### config.mk
export PLATFORM = sky130hd
export DESIGN_NAME = xdma_stream_burst_arbiter
export DESIGN_NICKNAME = d
export VERILOG_FILES = /design/src/rtl/xdma_stream_arb_pkg.sv /design/src/rtl/xdma_rr_pick.sv /design/src/rtl/xdma_stream_burst_arbiter.sv
export SDC_FILE = /design/constraint.sdc
export NUM_CORES = 1
export LEC_CHECK = 0
export CORE_MARGIN = 8
export CORE_UTILIZATION = 30
export CTS_CLUSTER_SIZE = 30
export DETAILED_ROUTE_END_ITERATION = 16
export PLACE_DENSITY_LB_ADDON = 0.25
export RECOVER_POWER = 25
export REMOVE_ABC_BUFFERS = 1
export SLEW_MARGIN = 20
export SYNTH_ARGS = -nofsm -noshare
export SYNTH_HDL_FRONTEND = slang
export SYNTH_SLANG_ARGS = --single-unit
### constraint.sdc
create_clock -name clk_i -period 3.5 [get_ports clk_i]
set_input_delay 0.7 -clock clk_i [delete_from_list [all_inputs] [get_ports clk_i]]
set_output_delay 0.7 -clock clk_i [all_outputs]
set_load 0.02 [all_outputs]
### src/rtl/xdma_stream_arb_pkg.sv
// xdma_stream_arb_pkg: shared states, arbitration modes and slot helper for the XDMA stream burst arbiter
package xdma_stream_arb_pkg;

    typedef enum logic {IDLE, LOCK} arb_state_e;

    localparam logic ARB_RR    = 1'b0;
    localparam logic ARB_FIXED = 1'b1;

    // k-th candidate slot after ptr, wrapping modulo n
    function automatic int unsigned rr_slot(input int unsigned ptr, input int unsigned k, input int unsigned n);
        return (ptr + 1 + k) % n;
    endfunction

endpackage

### src/rtl/xdma_rr_pick.sv
// xdma_rr_pick: combinational rotate-priority / fixed-priority picker returning one-hot grant and index
module xdma_rr_pick
    import xdma_stream_arb_pkg::*;
#(
    parameter int unsigned N     = 3,
    parameter int unsigned IDX_W = $clog2(N)
) (
    input  logic [N-1:0]     valid,
    input  logic [IDX_W-1:0] ptr,
    input  logic             mode,
    output logic [N-1:0]     gnt,
    output logic [IDX_W-1:0] idx
);

    logic             found;
    logic [IDX_W-1:0] c;

    // scan candidates from the slot after ptr (round-robin) or from slot 0 (fixed); first valid wins
    always_comb begin
        gnt   = '0;
        idx   = '0;
        found = 1'b0;
        c     = '0;
        for (int unsigned k = 0; k < N; k++) begin
            c = IDX_W'((mode == ARB_RR) ? rr_slot(32'(ptr), k, N) : k);
            if (!found && valid[c]) begin
                found  = 1'b1;
                idx    = c;
                gnt[c] = 1'b1;
            end
        end
    end

endmodule

### src/rtl/xdma_stream_burst_arbiter.sv
// xdma_stream_burst_arbiter: N-to-1 valid/ready arbiter with per-source burst lock, registered output and session tracking
module xdma_stream_burst_arbiter
    import xdma_stream_arb_pkg::*;
#(
    parameter int unsigned N_INP      = 3,
    parameter int unsigned DATA_WIDTH = 32,
    parameter int unsigned BURST_W    = 8,
    parameter int unsigned IDX_W      = $clog2(N_INP)
) (
    input  logic                          clk_i,
    input  logic                          rst_ni,
    input  logic                          cfg_prio_mode_i,
    input  logic [N_INP*BURST_W-1:0]      cfg_burst_len_i,
    input  logic [N_INP-1:0]              inp_valid_i,
    output logic [N_INP-1:0]              inp_ready_o,
    input  logic [N_INP*DATA_WIDTH-1:0]   inp_data_i,
    input  logic [N_INP-1:0]              inp_last_i,
    output logic                          oup_valid_o,
    input  logic                          oup_ready_i,
    output logic [DATA_WIDTH-1:0]         oup_data_o,
    output logic [IDX_W-1:0]              oup_idx_o,
    output logic                          oup_last_o,
    output logic                          start_o,
    output logic                          busy_o,
    input  logic                          done_i
);

    typedef struct packed {
        logic [DATA_WIDTH-1:0] data;
        logic [IDX_W-1:0]      idx;
        logic                  last;
    } out_beat_t;

    arb_state_e            state, state_nx;
    logic [IDX_W-1:0]      g, rr_ptr, pick_idx;
    logic [N_INP-1:0]      pick_gnt;
    logic [BURST_W-1:0]    cnt;
    out_beat_t             oup_q;
    logic                  out_reg_free, accept, rel_flag, grant;
    logic [DATA_WIDTH-1:0] inp_data  [N_INP];
    logic [BURST_W-1:0]    burst_len [N_INP];

    for (genvar i = 0; i < N_INP; i++) begin : g_unpack
        assign inp_data[i]  = inp_data_i[i*DATA_WIDTH +: DATA_WIDTH];
        assign burst_len[i] = cfg_burst_len_i[i*BURST_W +: BURST_W];
    end

    xdma_rr_pick #(.N(N_INP), .IDX_W(IDX_W)) u_pick (
        .valid (inp_valid_i),
        .ptr   (rr_ptr),
        .mode  (cfg_prio_mode_i),
        .gnt   (pick_gnt),
        .idx   (pick_idx)
    );

    assign out_reg_free = !oup_valid_o || oup_ready_i;
    assign start_o      = accept && !busy_o;
    assign oup_data_o   = oup_q.data;
    assign oup_idx_o    = oup_q.idx;
    assign oup_last_o   = oup_q.last;

    // state register
    always_ff @(posedge clk_i) begin
        if (!rst_ni) state <= IDLE;
        else         state <= state_nx;
    end

    // arbitrate in IDLE; in LOCK open only the locked channel and decide on release
    always_comb begin
        state_nx    = state;
        inp_ready_o = '0;
        accept      = 1'b0;
        rel_flag    = 1'b0;
        grant       = 1'b0;
        if (state == IDLE) begin
            grant    = |pick_gnt;
            state_nx = grant ? LOCK : IDLE;
        end else begin
            inp_ready_o[g] = out_reg_free;
            accept         = inp_valid_i[g] && out_reg_free;
            rel_flag       = inp_last_i[g] || cnt == BURST_W'(1) || done_i;
            state_nx       = (done_i || (accept && rel_flag)) ? IDLE : LOCK;
        end
    end

    // latch winner, pointer and burst length at grant; count down accepted beats (0 means unbounded)
    always_ff @(posedge clk_i) begin
        if (!rst_ni) begin
            g      <= '0;
            rr_ptr <= IDX_W'(N_INP - 1);
            cnt    <= '0;
        end else if (grant) begin
            g      <= pick_idx;
            rr_ptr <= pick_idx;
            cnt    <= burst_len[pick_idx];
        end else if (accept && cnt != '0) begin
            cnt <= cnt - BURST_W'(1);
        end
    end

    // single-entry output register: load on accept, clear on pop, hold while stalled
    always_ff @(posedge clk_i) begin
        if (!rst_ni) begin
            oup_valid_o <= 1'b0;
            oup_q       <= '0;
        end else if (accept) begin
            oup_valid_o <= 1'b1;
            oup_q       <= '{data: inp_data[g], idx: g, last: rel_flag};
        end else if (oup_ready_i) begin
            oup_valid_o <= 1'b0;
        end
    end

    // session flag: set by the first accepted beat, cleared by done
    always_ff @(posedge clk_i) begin
        if (!rst_ni)     busy_o <= 1'b0;
        else if (done_i) busy_o <= 1'b0;
        else if (accept) busy_o <= 1'b1;
    end

endmodule

==> flow_summary_export.csv, run 1 <==
group,metric,value,unit
outcome,status,"finished clean",
min_path,hp-class,"flip-flop to flip-flop",
sta,fmax,303,MHz
setup_path,worstSetupPathType,"primary input to output port",
cts,hold_buffers,0,
routing,drt_first_iter_violations,128,
sta,hold_slack,481,ps
setup_path,worst_r2r_endpoint,"cnt[0]",
min_path,whs_path_depth,2,
cts,cts_tree,"built",
setup_path,end_kind,"output port",
setup_path,cp-start-kind,"primary input",
routing,routed_via_density,5.04,
logic_synthesis,synth_edf_count,0,
global_route,antenna_found_initial,0,
sta,min_period,3300,ps
pwr,p_per_area,419,nW/µm²
logic_synthesis,syn_inst,344,
global_route,grtUsageTotal,15.4,%
finish,nNetsFinal,642,
finish,utilization,49.9,%
placed_design,post-dp-hpwl,8.51,mm
routing,antenna_left,0,
floorplan,die_h,117,µm
cts,clk-insertion-delay-late,290,ps
finish,syn_to_final_growth,65.2,%
min_path,min_to,"oup_idx_o[1]",
placed_design,port_buffers,171,
logic_synthesis,ys_warn_count,0,
sta,rsz0062_at_grt,"false",
global_route,grt_pass1_vias,3476,
floorplan,start_util,30.2,%
logic_synthesis,syn_avg_cell_area,8.87,µm²
cts,h-tree-depth,2,
logic_synthesis,ys_async_sr_fraction,0,%
setup_path,arrival,2600,ps
setup_path,crit_fanout,7,
sta,setup_ws,202,ps
setup_path,r2r_start,"g[0]",
routing,drc,0,
floorplan,die_area,13700,µm²
finish,antenna_cells,0,
logic_synthesis,yosys_register_bits,49,
routing,wirelength,10.6,mm
setup_path,crit_required,2800,ps
logic_synthesis,syn_area,3050,µm²
routing,drtPass1Iterations,4,
sta,setup_viol,0,
sta,tightest_slew,645,ps
setup_path,r2r_setup_slack,810,ps
routing,wl_per_cell,16.5,µm
sta,clock-skew-final,8.03,ps
global_route,grt_pass1_wl,16.7,mm
sta,setup_tns,0,ps
placed_design,place_ws,193,ps
logic_synthesis,synth_top_flop_cell,"dfxtp_1",
floorplan,placementRows,37,
sta,max_slew_margin,56.8,%
floorplan,core_area,10100,µm²
cts,cts.path.max_buffers,2,
setup_path,r2r_cells,8,
placed_design,dpl-instance-area,4930,µm²
pwr,total_leakage_power,2.14,nW
floorplan,die_width,117,µm
min_path,min_from,"oup_idx_o[1]",
pwr,max-vdd-ir-drop,240,µV
global_route,gr-total-overflow,0,
cts,cts.clk_slew.worst_paths,80,ps
cts,clock-sinks,49,
floorplan,io_pins,172,
cts,ctsRootBufferMaster,"clkbuf_8",
finish,final_cell_area,5040,µm²
run,drv_cap,0,
routing,vias,3233,
cts,cts-resized-gates,0,
placed_design,gp_congestion,0.847,
logic_synthesis,yosysUniqueCellTypes,49,
sta,fin_crit_sh,94.2,%
cts,postCtsSetupBuffers,0,
global_route,grt_max_degree,69,
logic_synthesis,ys_seq_area_share,32.2,%
sta,finalHoldViolations,0,
cts,cts_made_buffers,5,
finish,drive_gt1_share,6.92,%
sta,drv_slew,0,
[routing by layer]
metal  global-route usage (%)  wire length [µm]  vias to the layer above
li1                         -                 -                     1606
met1                     15.9              4180                     1504
met2                     26.7              5070                      119
met3                     8.36              1250                        4
met4                     4.01                85                        0
met5                        0                 0                        -
[flip-flops by register name, summed over array words and instances (netlist names)]
signal / count
busy_o: 1
cnt: 8
g: 2
oup_data_o: 32
oup_idx_o: 2
oup_last_o: 1
oup_valid_o: 1
rr_ptr: 1
state: 1
[per-stage QoR]
stage                     cells  total power [mW]
after detailed placement    635              1.76
after CTS                   642              2.16
after global placement      635              1.75
after floorplan             314              1.29
after global routing        642              2.26
final                       642              2.11
[cells in the final DEF (no fill, tap or decap), types with 4 or more instances in the layout]
cell type and count:
clkbuf_8 5, a21boi_0 4, nor2_1 15, o211ai_1 33
o211a_1 32, mux2i_1 41, a221oi_1 4, clkdlybuf4s50_1 149
nand2_1 50, nand3b_1 4, a21oi_1 4, ha_1 5
dfxtp_1 48, dlygate4sd3_1 21, o311ai_0 5, inv_1 8
o21ai_0 5, buf_4 13, nor3_1 10, nor3b_1 7
[cell type report]
type,count,area [µm²]
multi-input cells,257,1930
clock buffers,5,68.8
inverters,8,30.0
flip-flops and latches,49,982
well taps,136,170
repair buffers,185,1820
fillers,1012,5050
clock inverters,2,35.0
[cells in the mapped netlist, types with 4 or more instances]
cell / number / area (µm²)
nor3_1: 10 / 50.1
dfxtp_1: 49 / 981
ha_1: 5 / 62.6
nor3b_1: 7 / 52.6
inv_1: 8 / 30.0
clkbuf_1: 22 / 82.6
o311ai_0: 5 / 43.8
a221oi_1: 4 / 35.0
mux2i_1: 41 / 410
nand3b_1: 4 / 30.0
nor2_1: 16 / 60.1
buf_1: 6 / 22.5
o211ai_1: 33 / 248
a21oi_1: 4 / 20.0
o21ai_0: 5 / 25.0
nand2_1: 50 / 188
o211a_1: 32 / 320
a21boi_0: 4 / 30.0
[how the worst max path moves through the flow]
| stage | slack [ps] | startpoint | end |
|---|---|---|---|
| 2_1_floorplan | -1020 | g[0] | oup_data_o[0] |
| 3_3_place_gp | 190 | inp_valid_i[0] | start_o |
| 3_5_place_dp | 190 | inp_valid_i[0] | start_o |
| 4_1_cts | 190 | inp_valid_i[0] | start_o |
| 5_1_grt | 100 | inp_valid_i[0] | start_o |
| 6_report | 200 | inp_valid_i[0] | start_o |
[kinds of logic after synthesis]
family	share of synthesized area, %
xor gates and xnor gates	1.15
DFF	32.2
buffers and inverters	4.96
muxes	14.9
AOI/OAI and AO/OA	28.3
adders and majority gates	2.05
and+or+nand+nor	16.4
[where the power goes]
group	total [mW]	internal (mW)	switching, mW
Clock	0.388	0.208	0.180
Combinational	1.00	0.497	0.507
Sequential	0.720	0.655	0.0649
[worst max-delay path, cell delays in order]
cell             delay (ps)
clkdlybuf4s50_1         520
mux2i_1                  90
o21a_1                  210
or2_2                   350
nor2_1                  110
clkdlybuf4s50_1         610
Note: power is estimated with default switching activity, not from simulation.
==> inputs of run 2 (changes only) <==
Settings changed: DONT_BUFFER_PORTS set to 1.
==> run 2 against run 1 <==
Against the previous run:
- cell count decreased by 28%
- count of clock-buffer cells in the layout is 2 higher
- critical endpoint unchanged
- total power decreased by 17%
- sequential share of layout area is 11 points higher
- worst hold slack got worse by 15 ps
- combinational power down 38%
- highest routed layer unchanged
- critical path type is now flip-flop to output port
- clock skew up 0.71 ps
==> flow_summary_export.csv, run 2 (synthesis gave the netlist of run 1 again) <==
group,metric,value,unit
outcome,status,"finished clean",
floorplan,io_pins,172,
global_route,gr-total-overflow,0,
sta,fin_crit_sh,84.9,%
cts,hold_buffers,0,
global_route,grt_pass1_vias,2715,
floorplan,placementRows,37,
sta,rsz0062_at_grt,"false",
placed_design,place_ws,615,ps
cts,cts.clk_slew.worst_paths,90,ps
sta,min_period,2970,ps
placed_design,post-dp-hpwl,6.95,mm
routing,drt_first_iter_violations,170,
floorplan,core_area,10100,µm²
routing,wirelength,8.98,mm
cts,clk-insertion-delay-late,290,ps
cts,cts_made_buffers,5,
setup_path,crit_fanout,39,
setup_path,worstSetupPathType,"flip-flop to output port",
sta,max_slew_margin,45.4,%
finish,utilization,32.3,%
cts,cts-resized-gates,0,
setup_path,r2r_cells,8,
global_route,grt_max_degree,54,
setup_path,end_kind,"output port",
cts,cts_tree,"built",
finish,mostFrequentLayoutCells,"50 x nand2_1, 48 x dfxtp_1, 41 x mux2i_1",
setup_path,worst_r2r_endpoint,"cnt[4]",
global_route,grt_pass1_wl,13.9,mm
floorplan,die_width,117,µm
setup_path,cp-endpoint,"start_o",
setup_path,r2r_start,"g[0]",
routing,wl_per_cell,19.3,µm
sta,fmax,337,MHz
pwr,power,1.76,mW
setup_path,startpoint,"g[0]",
setup_path,cp_slowest_cell,"buf_4",
setup_path,cp-start-kind,"flip-flop",
routing,drc,0,
placed_design,gp_congestion,0.770,
setup_path,r2r_setup_slack,550,ps
placed_design,dp.cells,457,
cts,postCtsSetupBuffers,0,
pwr,p_per_area,541,nW/µm²
setup_path,arrival,2270,ps
sta,setup_ws,529,ps
sta,hold_slack,466,ps
cts,h-tree-depth,2,
routing,routed_via_density,5.52,
routing,vias,2567,
sta,setup_viol,0,
finish,final_common_cell,"nand2_1",
finish,stdcell_count,465,
cts,ctsRootBufferMaster,"clkbuf_8",
run,drv_cap,0,
finish,largest_reg_flops,32,
finish,nNetsFinal,464,
cts,clock-sinks,49,
pwr,max-vdd-ir-drop,196,µV
finish,drive_gt1_share,7.90,%
placed_design,port_buffers,0,
global_route,antenna_found_initial,0,
sta,finalHoldViolations,0,
setup_path,critical_path.max_stage_delay,490,ps
setup_path,crit_required,2800,ps
routing,drtPass1Iterations,4,
floorplan,die_area,13700,µm²
global_route,grtUsageTotal,12.9,%
finish,syn_to_final_growth,6.85,%
sta,clock-skew-final,8.75,ps
finish,antenna_cells,0,
routing,antenna_left,0,
sta,tightest_slew,813,ps
min_path,hp-class,"primary input to flip-flop",
pwr,total_leakage_power,1.38,nW
floorplan,start_util,30.2,%
floorplan,die_h,117,µm
sta,drv_slew,0,
setup_path,crit_chain,"buf_4, mux2i_1, o21a_1, or2_2, nor2_1",
cts,cts.path.max_buffers,2,
==> run 2: how the worst min path moves through the flow <==
stage                     startpoint         to  slack, ps  depth (start not counted)
after detailed placement   rr_ptr[1]  rr_ptr[1]        530                          2
after global routing          done_i     busy_o        450                          1
final                         done_i     busy_o        470                          1
after global placement     rr_ptr[1]  rr_ptr[1]        520                          2
after CTS                     done_i     busy_o        450                          1
after floorplan            rr_ptr[1]  rr_ptr[1]        500                          2
==> run 2: layout make-up <==
class | count | area [µm²]
sequential | 49 | 982
tap | 136 | 170
multi-input combinational | 257 | 1930
timing repair buffer | 7 | 65.1
inverter | 8 | 30.0
clock inverter | 1 | 7.51
fill | 1105 | 6830
clock buffer | 7 | 76.3
==> run 2: worst max-delay path: cells and delay by family, from the launching register on <==
kind	cells	cell delay, ps
buffers and inverters	1	490
muxes	1	150
and+or+nand+nor	2	720
DFF	1	340
AOI/OAI and AO/OA	1	270
==> run 2: where the power goes <==
| group | switching (mW) | internal, mW |
|---|---|---|
| clock | 0.187 | 0.142 |
| combinational | 0.356 | 0.262 |
| sequential | 0.159 | 0.655 |
| total | 0.703 | 1.06 |
==> run 2: per-layer routing <==
| layer | vias to the layer above | share of wire [%] | track usage [%] | routed length, µm |
|---|---|---|---|---|
| met2 | 131 | 48 | 21.8 | 4310 |
| li1 | 1252 | - | - | - |
| met3 | 4 | 11 | 5.75 | 997 |
| met5 | - | 0 | 0 | 0 |
| met1 | 1180 | 40 | 14.3 | 3590 |
| met4 | 0 | 1.0 | 3.84 | 92 |
==> run 2: per-stage QoR <==
stage / setup TNS (ps) / instance area [µm²]
4_1_cts: 0 / 3260
5_1_grt: 0 / 3260
2_1_floorplan: -39490 / 2930
3_5_place_dp: 0 / 3180
6_report: 0 / 3260
3_3_place_gp: 0 / 3180
==> inputs of run 3 (changes only) <==
Clock period 3.5 ns to 2.6 ns, I/O delays scaled along.
==> run 3 against run 2 <==
Against the previous run:
- routed wire length grew 0.90%
- clock power rose by 67%
- utilization rose by 1.9 points
- die area is the same
- worst hold slack got worse by 180 ps
- via count grew 1.5%
- clock skew grew 1.2 ps
- setup slack got worse by 440 ps
- total power rose by 46%
- sequential cell count stayed put
- first-iteration DRC count shrank 32%
- largest cell class unchanged
==> flow_summary_export.csv, run 3 (synthesis gave the netlist of run 1 again) <==
group,metric,value,unit
cts,clk-insertion-delay-late,300,ps
finish,final_common_cell,"nand2_1",
setup_path,cp-start-kind,"flip-flop",
finish,mostFrequentLayoutCells,"50 x nand2_1, 48 x dfxtp_1, 41 x mux2i_1",
global_route,grt_max_degree,54,
global_route,gr-total-overflow,0,
routing,routed_via_density,5.41,
cts,clock-sinks,49,
sta,fin_crit_sh,96.6,%
placed_design,post-dp-hpwl,6.94,mm
sta,min_period,2510,ps
run,drv_cap,0,
sta,rsz0062_at_grt,"true",
setup_path,r2r_setup_slack,90,ps
routing,drc,0,
placed_design,dp.cells,473,
setup_path,crit_required,2790,ps
outcome,status,"finished clean",
floorplan,die_width,117,µm
global_route,grt_pass1_wl,14.1,mm
placed_design,port_buffers,0,
routing,vias,2606,
routing,drtPass1Iterations,4,
global_route,grt_pass1_vias,2777,
floorplan,io_pins,172,
floorplan,placementRows,37,
floorplan,core_area,10100,µm²
sta,fmax,398,MHz
setup_path,worstSetupPathType,"flip-flop to flip-flop",
routing,wl_per_cell,18.8,µm
finish,drive_gt1_share,13.3,%
cts,cts.path.max_buffers,2,
cts,cts_made_buffers,5,
cts,h-tree-depth,2,
finish,nNetsFinal,481,
cts,cts.clk_slew.worst_paths,90,ps
cts,ctsRootBufferMaster,"clkbuf_8",
sta,max_slew_margin,67.2,%
routing,antenna_left,0,
global_route,antenna_found_initial,0,
sta,finalHoldViolations,0,
routing,wirelength,9.07,mm
finish,largest_reg_flops,32,
sta,drv_slew,0,
finish,utilization,34.2,%
setup_path,crit_chain,"inv_1, ha_1, or4b_1, nand4_2, and3b_1, a21o_2, and3_1, a311o_1",
sta,clock-skew-final,9.94,ps
placed_design,gp_congestion,0.825,
finish,stdcell_count,482,
pwr,total_leakage_power,1.49,nW
finish,n_fill_cell,1076,
floorplan,die_area,13700,µm²
setup_path,cp_slowest_cell,"or4b_1",
sta,setup_viol,0,
setup_path,critical_path.max_stage_delay,540,ps
min_path,hp-class,"primary input to flip-flop",
sta,tightest_slew,489,ps
setup_path,crit_fanout,9,
global_route,grtUsageTotal,13.0,%
finish,syn_to_final_growth,13.1,%
pwr,p_per_area,744,nW/µm²
routing,drt_first_iter_violations,115,
finish,antenna_cells,0,
setup_path,end_kind,"flip-flop",
floorplan,start_util,30.2,%
cts,cts_tree,"built",
floorplan,die_h,117,µm
pwr,max-vdd-ir-drop,260,µV
setup_path,arrival,2700,ps
-- run 3: final timing paths --
check / cells after the start / start / to
max: 8 / g[0] / cnt[0]
min: 1 / done_i / busy_o
max reg2reg: 8 / g[0] / cnt[0]
min reg2reg: 2 / oup_idx_o[0] / oup_idx_o[0]
-- run 3: area by class of cell --
cell class,instances,area [µm²],share of cell area [%]
flip-flops and latches,49,982,28.5
clock buffers,6,72.6,2.10
clock inverters,2,38.8,1.12
well taps,136,170,4.93
inverters,8,30.0,0.871
multi-input cells,257,1940,56.4
repair buffers,24,211,6.13
-- run 3: per-layer routing --
layer / global-route usage (%) / up-vias / part of all wire (%)
met5: 0 / - / 0
met4: 3.33 / 0 / 0.61
met3: 5.75 / 2 / 11
met2: 21.3 / 117 / 46
met1: 15.2 / 1200 / 42
li1: - / 1287 / -
-- run 3: power by group --
part | total (mW) | switching [mW] | internal, mW
combinational | 0.916 | 0.492 | 0.424
clock | 0.551 | 0.262 | 0.289
sequential | 1.10 | 0.218 | 0.882
total | 2.57 | 0.972 | 1.59
-- run 3: repair_timing --
| action | 4_1_cts | 5_1_grt |
|---|---|---|
| hold buffers | 0 | 0 |
| resized for setup | 1 | 4 |
| buffers inserted | 0 | 1 |
| hold endpoints to repair | 0 | 0 |
| endpoints found under the setup margin | 1 | 9 |
-- run 3: worst max-delay path: cells and delay by family (launching register included) --
family                   cells  cell delay, ps
AO/OA/AOI/OAI                2             590
buffers and inverters        1              70
adder cells (fa/ha/maj)      1             310
AND/OR/NAND/NOR              4            1100
flip-flops                   1             350
-- run 3: per-stage QoR --
step / area [µm²] / setup slack, ps / power [mW] / hold WS (ps) / setup TNS, ps
after floorplan: 2930 / -1920 / 1.73 / 499 / -83170
after global placement: 3310 / 135 / 2.02 / 557 / 0
after detailed placement: 3310 / 80.9 / 2.03 / 559 / 0
after CTS: 3420 / 37.8 / 2.61 / 273 / 0
after global routing: 3450 / -15.7 / 2.76 / 278 / -49.4
final: 3450 / 87.5 / 2.57 / 289 / 0
